[config.mk]
export PLATFORM = sky130hd
export DESIGN_NAME = pwr_toggle_arbiter
export DESIGN_NICKNAME = d
export VERILOG_FILES = /design/src/rtl/pwr_toggle_arbiter.sv
export SDC_FILE = /design/constraint.sdc
export NUM_CORES = 1
export LEC_CHECK = 0
export ABC_AREA = 1
export CORE_UTILIZATION = 60
export CTS_BUF_LIST = sky130_fd_sc_hd__clkbuf_16
export CTS_CLUSTER_DIAMETER = 80
export DETAILED_ROUTE_END_ITERATION = 6
export GPL_ROUTABILITY_DRIVEN = 0
export PLACE_DENSITY = 0.91
export SYNTH_ARGS = -nofsm -noshare
export SYNTH_HDL_FRONTEND = slang
export SYNTH_SLANG_ARGS = --single-unit
[constraint.sdc]
create_clock -name C -period 3.33 [get_ports C]
set_input_delay 0.8325 -clock C [delete_from_list [all_inputs] [get_ports C]]
set_output_delay 0.8325 -clock C [all_outputs]
set_load 0.005 [all_outputs]
[src/rtl/pwr_toggle_arbiter.sv]
// ============================================================================
//  Module   : pwr_toggle_arbiter
//  Purpose  : Round-robin arbitration of per-cell toggle events onto one shared
//             saturating incrementer that updates a bank of toggle counters.
//  Revision : 1.0  initial release
// ============================================================================
`default_nettype none

module pwr_toggle_arbiter #(
    parameter int N_REQ  = 4,
    parameter int IDX_W  = 2,
    parameter int CNT_W  = 16,
    parameter int PEND_W = 3
) (
    input  logic             C,
    input  logic             R,
    input  logic [N_REQ-1:0] ev,
    input  logic             clr,
    input  logic             rd_en,
    input  logic [IDX_W-1:0] rd_idx,
    output logic [CNT_W-1:0] rd_data,
    output logic             rd_vld,
    output logic             gnt_vld,
    output logic [IDX_W-1:0] gnt_idx,
    output logic [N_REQ-1:0] ovf,
    output logic             busy
);

    localparam logic [IDX_W:0]    c_n_req    = (IDX_W+1)'(N_REQ);
    localparam logic [IDX_W-1:0]  c_ptr_rst  = IDX_W'(N_REQ - 1);
    localparam logic [PEND_W-1:0] c_pend_one = PEND_W'(1);
    localparam logic [CNT_W-1:0]  c_cnt_one  = CNT_W'(1);

    logic [CNT_W-1:0]  r_cnt  [N_REQ];
    logic [PEND_W-1:0] r_pend [N_REQ];
    logic [IDX_W-1:0]  r_ptr;

    logic              w_gnt;
    logic [IDX_W-1:0]  w_gnt_idx;
    logic [IDX_W-1:0]  w_cand;
    logic [N_REQ-1:0]  w_hit;
    logic [N_REQ-1:0]  w_lose;
    logic [PEND_W-1:0] w_pend_nxt [N_REQ];
    logic              w_busy_nxt;

    // Search starts just after the last winner so every requester gets a turn.
    always_comb begin
        w_gnt     = 1'b0;
        w_gnt_idx = r_ptr;
        w_cand    = '0;
        for (int k = 1; k <= N_REQ; k++) begin
            w_cand = IDX_W'((int'(r_ptr) + k) % N_REQ);
            if (!w_gnt && (r_pend[w_cand] != '0)) begin
                w_gnt     = 1'b1;
                w_gnt_idx = w_cand;
            end
        end
    end

    always_comb begin
        w_hit      = '0;
        w_lose     = '0;
        w_busy_nxt = 1'b0;
        for (int i = 0; i < N_REQ; i++) begin
            w_hit[i]      = w_gnt && (w_gnt_idx == IDX_W'(i));
            w_pend_nxt[i] = r_pend[i];
            if (ev[i] && !w_hit[i]) begin
                if (r_pend[i] == '1)
                    w_lose[i] = 1'b1;
                else
                    w_pend_nxt[i] = r_pend[i] + c_pend_one;
            end else if (!ev[i] && w_hit[i]) begin
                w_pend_nxt[i] = r_pend[i] - c_pend_one;
            end
            w_busy_nxt = w_busy_nxt | (w_pend_nxt[i] != '0);
        end
    end

    always_ff @(posedge C) begin
        if (R) begin
            for (int i = 0; i < N_REQ; i++) begin
                r_cnt[i]  <= '0;
                r_pend[i] <= '0;
            end
            r_ptr   <= c_ptr_rst;
            ovf     <= '0;
            busy    <= 1'b0;
            gnt_vld <= 1'b0;
            gnt_idx <= '0;
            rd_data <= '0;
            rd_vld  <= 1'b0;
        end else begin
            if (clr) begin
                for (int i = 0; i < N_REQ; i++) begin
                    r_cnt[i]  <= '0;
                    r_pend[i] <= '0;
                end
                ovf     <= '0;
                busy    <= 1'b0;
                gnt_vld <= 1'b0;
            end else begin
                for (int i = 0; i < N_REQ; i++) begin
                    r_pend[i] <= w_pend_nxt[i];
                    if (w_hit[i] && (r_cnt[i] != '1))
                        r_cnt[i] <= r_cnt[i] + c_cnt_one;
                end
                ovf     <= ovf | w_lose;
                busy    <= w_busy_nxt;
                gnt_vld <= w_gnt;
                if (w_gnt) begin
                    gnt_idx <= w_gnt_idx;
                    r_ptr   <= w_gnt_idx;
                end
            end

            // Readout samples the bank before this edge's update or clear.
            rd_vld <= rd_en;
            if (rd_en)
                rd_data <= ({1'b0, rd_idx} < c_n_req) ? r_cnt[rd_idx] : '0;
        end
    end

endmodule

`default_nettype wire

== After elaboration in Yosys (flattened, before gate mapping) ==
Memories as Yosys holds them, arrays and structs flattened. A register that Yosys moved wholly into a read port is not among the register bits.
Cells that the tools add are included.

* Add/subtract/negate cells: 16
* Equal/unequal tests: 11
* Multiplexer cells: 68
* Bitwise gates (word level): 21
* Reduce and logical (&&, ||, !) cells: 41

{| class="wikitable"
|+ Operators with widths
! kind !! number
|-
| 16-bit two-way mux || 8
|-
| 16-bit by 1-bit adder with 16-bit output, second input constant || 4
|-
| 16-bit != test, second input constant || 4
|-
| 3-bit two-way mux || 20
|-
| 1-bit two-way mux || 36
|-
| 3-bit nonzero test || 8
|-
| 1-bit logical AND || 19
|-
| 1-bit bitwise OR || 19
|-
| 3-bit by 1-bit adder with 3-bit output, second input constant || 4
|-
| 3-bit == test, second input constant || 4
|-
| 3-bit by 1-bit subtractor with 3-bit output, second input constant || 4
|-
| 1-bit zero test || 11
|-
| 2-bit two-way mux || 4
|-
| 2-bit by 1-bit adder with 2-bit output, second input constant || 2
|-
| 2-bit adder, second input constant || 2
|-
| 2-bit == test, second input constant || 2
|-
| 4-bit bitwise OR || 1
|-
| 2-bit by 1-bit == test with 1-bit output, second input constant || 1
|-
| 2-bit zero test || 1
|-
| 2-bit AND reduction || 1
|-
| 2-bit OR reduction || 1
|-
| 1-bit NOT || 1
|}

* Bits in registers: 11
* RAM bits: 76
* Input port bits: 10
* Output and inout port bits: 25
* Word-level logic and storage cells: 165
* Memories kept: 2

{| class="wikitable"
|+ Memory list
! name !! words !! bits a word !! read ports !! clocked after memory_dff !! wr ports !! RTL line !! text
|-
| r_cnt || 4 || 16 || 5 || 1 || 4 || 34 || <nowiki>logic [CNT_W-1:0] r_cnt [N_REQ];</nowiki>
|-
| r_pend || 4 || 3 || 8 || 0 || 4 || 35 || <nowiki>logic [PEND_W-1:0] r_pend [N_REQ];</nowiki>
|}

== Depth between registers and ports, before layout ==
An unclocked memory read counts as a cell.

* Depth in word-level cells: 22
* Depth in mapped cells: 24
* Gate-level depth less buffers: 22

== Worst setup path after synthesis ==
No wires, ideal clock.

* Kind: reg2reg
* Start point: memory r_cnt[0][0]
* End point: memory r_cnt[0][0], enable pin
* Library setup time: 0.363 ns
* Arrival time: 2.418 ns
* Path slack: 0.549 ns
* Stages on the path, launching flop included: 14
* Buffers on the path: 1
* Path through: edfxtp_1 ha_1 nand2_1 nor2_1 inv_1 nor2_1 nand2_1 nor2_1 nand4_1 nor4b_1 nand3_1 nand3_1 buf_2 nand2_1

{| class="wikitable"
|+ RTL lines
! element !! RTL line
|-
| from (decl) || 34
|}

==> impl_metrics.ini <==
[floorplanning]
dieWidth_um = 102.6
floorplan.die_area_sq_mm = 0.01052
initial_core_util_pct = 62.11
die_y_um = 102.6
std_cell_rows = 36
num_io_pins = 35
core_area_sq_mm = 0.009774

[layout]
area_delta_synth_final_pct = 13.19
design.final.nets = 873
multi_input_area_sq_mm = 0.002879
insertedDiodeCount = 0
finalCoreUtilization_pct = 70.30
area.sequential_sq_mm = 0.002673
nFillCells = 802
final_common_cell = sky130_fd_sc_hd__nand2_1
drive_gt1_share_pct = 6.075
commonest_non_fill_non_tap_cells_in_the_layout = 174 x sky130_fd_sc_hd__nand2_1, 109 x sky130_fd_sc_hd__inv_1, 96 x sky130_fd_sc_hd__nor2_1

[global_route]
grt_max_degree = 36
antenna_found_initial = 0
grt_pass1_wl_mm = 22.68
groute.usage.overall_pct = 27.89
grt_pass1_vias = 4931
grt_overflow = 0

[sta]
max_slew.worst_pin.slew_ns = 0.7512
max_freq_mhz = 343.2
finalHoldViolCount = 0
period_share_pct = 87.50
max_slew_margin_vs_limit_pct = 49.87
timing.final.setup_violations = 0
tns_ns = 0
final.min_clock_period_ns = 2.914
skew_ns = 0.008344
setup_repair_after_global_routing_missed_its_margin = false
timing_max_transition_violations_final = 0

[detailed_routing]
wl_per_cell_um = 14.18
drt_first_iter_violations = 406
drc = 0
routed_wl_mm = 14.02
post_drt_via_cell_ratio = 5.533
drt_pass1_iterations = 5
route.antenna.remaining_nets = 0
vias = 5472

[synthesis]
sequential_cell_area_fraction_in_the_yosys_report_pct = 44.02
synth.ff_latch_count = 105
post_synth_inst_count = 809
synth.avg_cell_area_sq_um = 7.504
synth_cell_types = 39
ys.warnings.count = 0
syn_area_sq_mm = 0.006071

[setup_path]
timing.critical_path.required_ns = 3.57
worst_setup_path_start_kind = flip-flop
worstPathArrival_ns = 3.16
crit_path_max_fanout = 12
critical_path.endpoint_type = flip-flop
crit_type = reg -> reg

[clock_network]
cts.root.buffer_cell = sky130_fd_sc_hd__clkbuf_16
insertion_delay_ns = 0.35
cts_sinks = 105
cts.repair.resized = 0
cts.hold.buffers_added = 0
cts_inserted_buffers = 9
clockBufferDepth = 2
cts.reportedPaths.clkPinSlew_ns = 0.07
cts_htree_levels = 3
tritoncts = yes
post_cts_buffers = 0

[job]
maxCapViolations = 0

[hold_path]
worst_min_delay_path_category = reg -> reg

[run_status]
run_status = finished, final reports clean

[place]
numPortBuffers = 34
dp_hpwl_mm = 10.32

[pwr]
leak_pwr_nw = 2.861
power_density_mw_per_mm2 = 591.3
peakVddDrop_v = 0.0004689
## state kept, by name, summed over array words and instances, names as in the netlist, named ones only
register / cells
rd_vld: 1
r_pend: 12
gnt_vld: 1
ovf: 4
busy: 1
gnt_idx: 2
r_cnt: 64
r_ptr: 2
rd_data: 16
## cells in the mapped netlist, drive strengths merged
cell type / number / area share, %
a211oi: 2 / 0.25
a21oi: 58 / 4.8
a221oi: 1 / 0.14
a31oi: 2 / 0.21
and3: 1 / 0.10
buf: 7 / 0.76
clkbuf: 18 / 1.1
conb: 1 / 0.062
dfxtp: 48 / 16
edfxtp: 57 / 28
ha: 12 / 2.5
inv: 116 / 7.2
nand2: 180 / 11
nand3: 56 / 4.7
nand3b: 1 / 0.12
nand4: 15 / 1.5
nor2: 102 / 6.8
nor3: 21 / 1.8
nor3b: 12 / 1.5
nor4: 4 / 0.41
nor4b: 1 / 0.14
o211ai: 20 / 2.5
o21a: 4 / 0.49
o21ai: 45 / 3.7
o221ai: 2 / 0.29
o311ai: 1 / 0.43
o31ai: 1 / 0.12
or2: 1 / 0.10
xnor2: 2 / 0.29
xor2: 18 / 2.6
## layout make-up
class | instances | area share [%]
flip-flops and latches | 105 | 38.89
clock inverters | 7 | 0.6919
well taps | 133 | 2.422
multi-input cells | 571 | 41.90
clock buffers | 9 | 3.277
inverters | 116 | 6.336
repair buffers | 48 | 6.482
## power by group
part / total [mW] / switching [mW] / internal [mW] / leakage (nW)
clock: 0.996 / 0.487 / 0.509 / 0.138
sequential: 1.69 / 0.141 / 1.55 / 1.02
combinational: 1.38 / 0.928 / 0.451 / 1.70
total: 4.06 / 1.56 / 2.51 / 2.86
## stage by stage
step,cell area (sq um),total power [mW],instances,hold WS (ns),setup slack [ns]
floorplan,6101,2.715,817,0.4434,0.5494
global placement,6599,3.022,973,0.4402,0.4487
detailed placement,6599,3.060,973,0.4438,0.4768
CTS,6872,4.054,989,0.4540,0.4559
global route,6872,4.303,989,0.4775,0.04819
finish,6872,4.063,989,0.4490,0.4163
## per-layer routing
layer | vias to the layer above | global-route usage, % | part of all wire (%)
met5 | - | 0 | 0
met4 | 0 | 11.98 | 3.1
met3 | 34 | 4.339 | 7.1
met2 | 205 | 46.15 | 47
met1 | 2476 | 36.32 | 42
li1 | 2757 | - | -
## critical path: stages (launching register included)
cell and delay, ns:
sky130_fd_sc_hd__edfxtp_1 0.47, sky130_fd_sc_hd__inv_1 0.13, sky130_fd_sc_hd__nand3_1 0.16, sky130_fd_sc_hd__nand2_1 0.10, sky130_fd_sc_hd__nand2_1 0.05, sky130_fd_sc_hd__nor2_1 0.15, sky130_fd_sc_hd__nand2_1 0.12, sky130_fd_sc_hd__inv_2 0.05
sky130_fd_sc_hd__nand2_1 0.05, sky130_fd_sc_hd__nand2_1 0.06, sky130_fd_sc_hd__nand2_1 0.06, sky130_fd_sc_hd__nand2_1 0.42, sky130_fd_sc_hd__nand4_1 0.23, sky130_fd_sc_hd__nand2_2 0.20, sky130_fd_sc_hd__inv_2 0.09, sky130_fd_sc_hd__nor2_1 0.17
sky130_fd_sc_hd__nand2_1 0.10, sky130_fd_sc_hd__o21ai_1 0.14, sky130_fd_sc_hd__a21oi_1 0.05
## cells by family (layout without fill, tap and decap cells)
| logic type | Yosys count | count (layout) | share of synthesized area (%) |
|---|---|---|---|
| other cells | 1 | 9 | 0.06177 |
| simple gates | 394 | 394 | 28.61 |
| buf+inv | 141 | 180 | 9.048 |
| fa+ha+maj | 12 | 12 | 2.473 |
| flops | 105 | 105 | 44.02 |
| compound gates | 136 | 136 | 12.90 |
| xor+xnor | 20 | 20 | 2.885 |
## path summary, 6_finish.rpt
check                                   from      endpoint  slack, ns  cells after the start
worst min register to register        ovf[0]        ovf[0]       0.45                      2
worst max register to register  r_pend[0][1]  r_cnt[2][13]       0.42                     18
worst min-delay path                  ovf[0]        ovf[0]       0.45                      2
worst max-delay path            r_pend[0][1]  r_cnt[2][13]       0.42                     18
Power figures use the tool's default switching activity.
